--- config.mk ---
export PLATFORM = sky130hd
export DESIGN_NAME = msg_arb2
export DESIGN_NICKNAME = d
export VERILOG_FILES = /design/src/rtl/msg_arb2_pkg.sv /design/src/rtl/msg_arb2_hs_sync.sv /design/src/rtl/msg_arb2.sv
export SDC_FILE = /design/constraint.sdc
export NUM_CORES = 1
export LEC_CHECK = 0
export CAP_MARGIN = 5
export CELL_PAD_IN_SITES_DETAIL_PLACEMENT = 0
export CELL_PAD_IN_SITES_GLOBAL_PLACEMENT = 1
export CORE_MARGIN = 2
export CORE_UTILIZATION = 25
export DETAILED_ROUTE_END_ITERATION = 7
export GPL_TIMING_DRIVEN = 1
export PLACE_DENSITY_LB_ADDON = 0.1
export SLEW_MARGIN = 20
export SYNTH_ARGS = -nofsm -noshare
export SYNTH_HDL_FRONTEND = slang
export SYNTH_SLANG_ARGS = --single-unit
--- constraint.sdc ---
create_clock -name i_clk -period 1.3 [get_ports i_clk]
set_input_delay 0.26 -clock i_clk [delete_from_list [all_inputs] [get_ports i_clk]]
set_output_delay 0.26 -clock i_clk [all_outputs]
set_load 0.01 [all_outputs]
--- src/rtl/msg_arb2_pkg.sv ---
// Shared definitions for the two-input round-robin message arbiter:
// handshake levels, FSM encoding and the default message width.
package msg_arb2_pkg;

    localparam int ADDR_SZ = 12;
    localparam int DATA_SZ = 16;
    localparam int RED_SZ  = 4;
    localparam int MSG_SZ  = ADDR_SZ + DATA_SZ + RED_SZ;

    localparam logic ON  = 1'b1;
    localparam logic OFF = 1'b0;

    typedef enum logic {
        IDLE = 1'b0,
        XFER = 1'b1
    } arb_state_t;

    // A lone request wins outright; a tie goes to whoever was not served last.
    function automatic logic pick_winner(input logic req0, input logic req1, input logic last);
        return (req0 && req1) ? ~last : req1;
    endfunction

endpackage

--- src/rtl/msg_arb2_hs_sync.sv ---
// Multi-flop synchronizer for one asynchronous handshake line, cleared
// asynchronously so no stale request or ack survives a reset.
module msg_arb2_hs_sync
    import msg_arb2_pkg::*;
#(
    parameter int STAGES = 2
) (
    input  logic i_clk,
    input  logic reset,
    input  logic d,
    output logic q
);

    logic [STAGES-1:0] chain;

    always_ff @(posedge i_clk or negedge reset) begin
        if (!reset) begin
            chain <= {STAGES{OFF}};
        end else begin
            chain[0] <= d;
            for (int i = 1; i < STAGES; i++) begin
                chain[i] <= chain[i-1];
            end
        end
    end

    assign q = chain[STAGES-1];

endmodule

--- src/rtl/msg_arb2.sv ---
// Round-robin arbiter sharing one 4-phase outgoing message channel between
// two 4-phase message sources; the winner's message is held until delivered.
module msg_arb2
    import msg_arb2_pkg::*;
#(
    parameter int MSZ   = MSG_SZ,
    parameter int SYNC  = 2,
    parameter bit FIRST = 1'b0
) (
    input  logic           i_clk,
    input  logic           reset,
    output logic           ready,
    input  logic           rcv0_req,
    output logic           rcv0_ack,
    input  logic [MSZ-1:0] rcv0_data,
    input  logic           rcv1_req,
    output logic           rcv1_ack,
    input  logic [MSZ-1:0] rcv1_data,
    output logic           snd0_req,
    input  logic           snd0_ack,
    output logic [MSZ-1:0] snd0_data,
    output logic           grant,
    output logic           busy
);

    arb_state_t state;
    logic       s_req0;
    logic       s_req1;
    logic       s_ack;
    logic       out_done;
    logic       next_grant;
    logic       cur_ack;

    msg_arb2_hs_sync #(.STAGES(SYNC)) u_sync_req0 (
        .i_clk (i_clk),
        .reset (reset),
        .d     (rcv0_req),
        .q     (s_req0)
    );

    msg_arb2_hs_sync #(.STAGES(SYNC)) u_sync_req1 (
        .i_clk (i_clk),
        .reset (reset),
        .d     (rcv1_req),
        .q     (s_req1)
    );

    msg_arb2_hs_sync #(.STAGES(SYNC)) u_sync_ack (
        .i_clk (i_clk),
        .reset (reset),
        .d     (snd0_ack),
        .q     (s_ack)
    );

    assign next_grant = pick_winner(s_req0, s_req1, grant);
    assign cur_ack    = grant ? rcv1_ack : rcv0_ack;
    assign busy       = (state != IDLE);

    // Input and output handshakes retire independently inside XFER; the
    // channel is only re-arbitrated once both have fully returned to zero.
    always_ff @(posedge i_clk or negedge reset) begin
        if (!reset) begin
            state     <= IDLE;
            ready     <= OFF;
            rcv0_ack  <= OFF;
            rcv1_ack  <= OFF;
            snd0_req  <= OFF;
            snd0_data <= '0;
            grant     <= ~FIRST;
            out_done  <= OFF;
        end else begin
            ready <= ON;
            case (state)
                IDLE: begin
                    if (s_req0 || s_req1) begin
                        if (next_grant) begin
                            snd0_data <= rcv1_data;
                            rcv1_ack  <= ON;
                        end else begin
                            snd0_data <= rcv0_data;
                            rcv0_ack  <= ON;
                        end
                        snd0_req <= ON;
                        grant    <= next_grant;
                        out_done <= OFF;
                        state    <= XFER;
                    end
                end
                XFER: begin
                    if (!s_req0) begin
                        rcv0_ack <= OFF;
                    end
                    if (!s_req1) begin
                        rcv1_ack <= OFF;
                    end
                    if (s_ack) begin
                        snd0_req <= OFF;
                        out_done <= ON;
                    end
                    if (!cur_ack && out_done && !s_ack) begin
                        out_done <= OFF;
                        state    <= IDLE;
                    end
                end
                default: begin
                    state <= IDLE;
                end
            endcase
        end
    end

endmodule

==> summary.txt <==
Status
  • Status: complete, but fails checks
  • Failing checks: setup timing

Clocking
  • Clk sinks: 45
  • Htree depth: 2
  • TritonCTS clock tree: built
  • Worst-Skew Late Latency: 0.29 ns
  • Clk buf depth: 2
  • CTS clock-pin slew for the worst setup and hold paths: 0.09 ns
  • Clock root buffer: clkbuf_8
  • TritonCTS buffer count: 5

Power
  • Power density over cell area: 1830 nW/µm²
  • Worst VDD drop: 0.000670 V
  • LEAKAGE: 1.39 nW

Timing
  • Max Fclk: 755 MHz
  • Unrepaired setup endpoints after global routing: yes
  • PnR worst setup slack: -0.0246 ns
  • Setup TNS: -0.127 ns
  • Final Hold Slack: 0.354 ns
  • Tmin final: 1.32 ns
  • Final hold viol count: 0
  • Slew Viols, Final: 0
  • Final setup viols: 11
  • Period utilization: 102%
  • Worst Skew: 0.00637 ns

Critical path
  • Buffers and inverters on the worst path: 2
  • Max incr delay on CP: 0.59 ns
  • Kind of critical path: flip-flop to flip-flop
  • Worst Path Required: 1.52 ns
  • Kind of end point of the critical path: flip-flop
  • CP arrival: 1.54 ns
  • Worst-path cell chain: buf_6 > a21bo_4 > buf_12 > nand2_1 > a31oi_1
  • Maximum fanout along the worst path: 17
  • Startpoint types: flip-flop
  • Worst path slowest cell: dfstp_2
  • CP delay by family, top: flip-flops

Place
  • Dpl cell area: 3200 µm²
  • IO Port Bufs: 106
  • Post-DP HPWL: 3.68 mm
  • Final GP Congestion: 0.720

Job
  • Max-cap violations: 0

Logic synthesis
  • Post-synth top area cell: dfrtp_1
  • Post-Synthesis Cells: 214
  • Top post-synthesis cells by area: dfrtp_1, nand2_1, a31oi_1, nor2_1, buf_6
  • Synth warnings: 0
  • Share of the synthesized area in the top cell type: 56.0%
  • Yosys cell types: 17
  • Synthesized Nets: 283
  • Syn Area/Cell: 9.19 µm²
  • Mapped Area: 1970 µm²
  • Seq/Total Area, Yosys: 57.4%
  • FF+latch count, synth: 45

Global routing
  • Gr ovfl total: 0
  • First-pass GRT wire length: 8.92 mm
  • Initial antenna violation count: 0
  • Largest net degree at the start of global routing: 46
  • Vias in the first global route: 1855
  • GR Util All Layers: 13.2%

Die
  • Die height: 92.7 µm
  • IO Count: 107
  • Placeable core region: 7690 µm²
  • Die ar.: 8590 µm²
  • Die Width: 92.7 µm
  • Initial Util: 25.6%
  • Row count: 32

Cells and area
  • Layout cells sized above 1: 8.26%
  • Number of inserted diodes: 0
  • Commonest non-fill, non-tap cell in the layout: nand2_1
  • Core Util, Final: 42.5%
  • Area growth, synth to finish: 66.1%
  • # nets final: 395
  • Design area: 3270 µm²
  • Most frequent cells in the layout: nand2_1, clkdlybuf4s50_1, dfrtp_1
  • FILL cells: 803

Drt
  • Drt total wl: 5.36 mm
  • Routed len/inst: 12.5 µm
  • Drt pass-1 iters: 4
  • DRC errors left: 0
  • Initial DRC Count: 48
  • Via density: 4.36
  • Number of routed nets with antenna violations: 0
  • Vias: 1869

Hold path
  • Tightest Hold Check Type: flip-flop to flip-flop
timing repair:
item	CTS	global route
hold buffers	1	0
gates resized for setup	39	6
buffers inserted	1	0
hold endpoints to repair	44	0
endpoints found under the setup margin	70	34
pin swaps	0	3
report_power, final:
part,leakage [nW],switching [mW],internal (mW),total [mW]
registers,0.507,0.298,2.01,2.31
clock network,0.0374,0.483,0.379,0.862
logic,0.850,1.36,1.43,2.80
registers in the layout (all words and copies together) (netlist names):
name	count
u_sync_req1.chain	2
out_done	1
u_sync_ack.chain	2
u_sync_req0.chain	2
snd0_req	1
snd0_data	32
grant	1
rcv0_ack	1
rcv1_ack	1
busy	1
ready	1
Yosys cell counts:
cell and count:
buf_2 7, dfstp_2 1, nor2_1 34, buf_6 8, nor3_1 1, nand2_1 68
mux2_2 1, a21bo_2 1, a21boi_4 1, inv_1 2, o21ai_0 6, a31oi_1 33
o21ba_1 1, a21oi_1 3, nand2b_1 2, dfrtp_1 44, conb_1 1
layout make-up:
cell class / count / area, µm² / area share (%)
clock buffer: 6 / 72.6 / 2.22
sequential: 45 / 1130 / 34.5
inverter: 2 / 7.51 / 0.230
multi-input combinational: 152 / 712 / 21.8
tap: 102 / 128 / 3.91
clock inverter: 2 / 15.0 / 0.460
timing repair buffer: 120 / 1200 / 36.9
kinds of logic (layout without fill, tap and decap cells):
| group | count (synthesis) | count (layout) | synth area share, % |
|---|---|---|---|
| buffers and inverters | 17 | 130 | 6.75 |
| flip-flops | 45 | 45 | 57.4 |
| multiplexers | 1 | 1 | 0.573 |
| AND/OR/NAND/NOR | 105 | 105 | 20.4 |
| other | 1 | 1 | 0.191 |
| AO/OA/AOI/OAI | 45 | 45 | 14.8 |
final timing paths:
path                                  endpoint  depth (start not counted)           startpoint  slack [ns]
setup / recovery                 snd0_data[11]                          5                grant       -0.02
hold / removal             u_sync_ack.chain[1]                          0  u_sync_ack.chain[0]        0.35
setup reg to reg                 snd0_data[11]                          5                grant       -0.02
hold reg to reg            u_sync_ack.chain[1]                          0  u_sync_ack.chain[0]        0.35
max in group asynchronous                grant                          3                reset        0.57
min in group asynchronous  u_sync_ack.chain[1]                          3                reset        0.46
routing by layer:
layer / GRT usage [%] / wire length [µm]
met1: 17.1 / 2410
met2: 21.8 / 2510
met3: 3.50 / 372
met4: 3.68 / 60
met5: 0 / 0
per-stage QoR:
stage | worst slack [ns] | std cells | power [mW]
detailed placement | -0.0590 | 419 | 5.57
global placement | -0.0553 | 419 | 5.54
global route | -0.119 | 429 | 6.50
CTS | -0.136 | 429 | 6.08
floorplan | 0.0178 | 214 | 3.83
finish | -0.0246 | 429 | 5.97
Power figures use the tool's default switching activity.
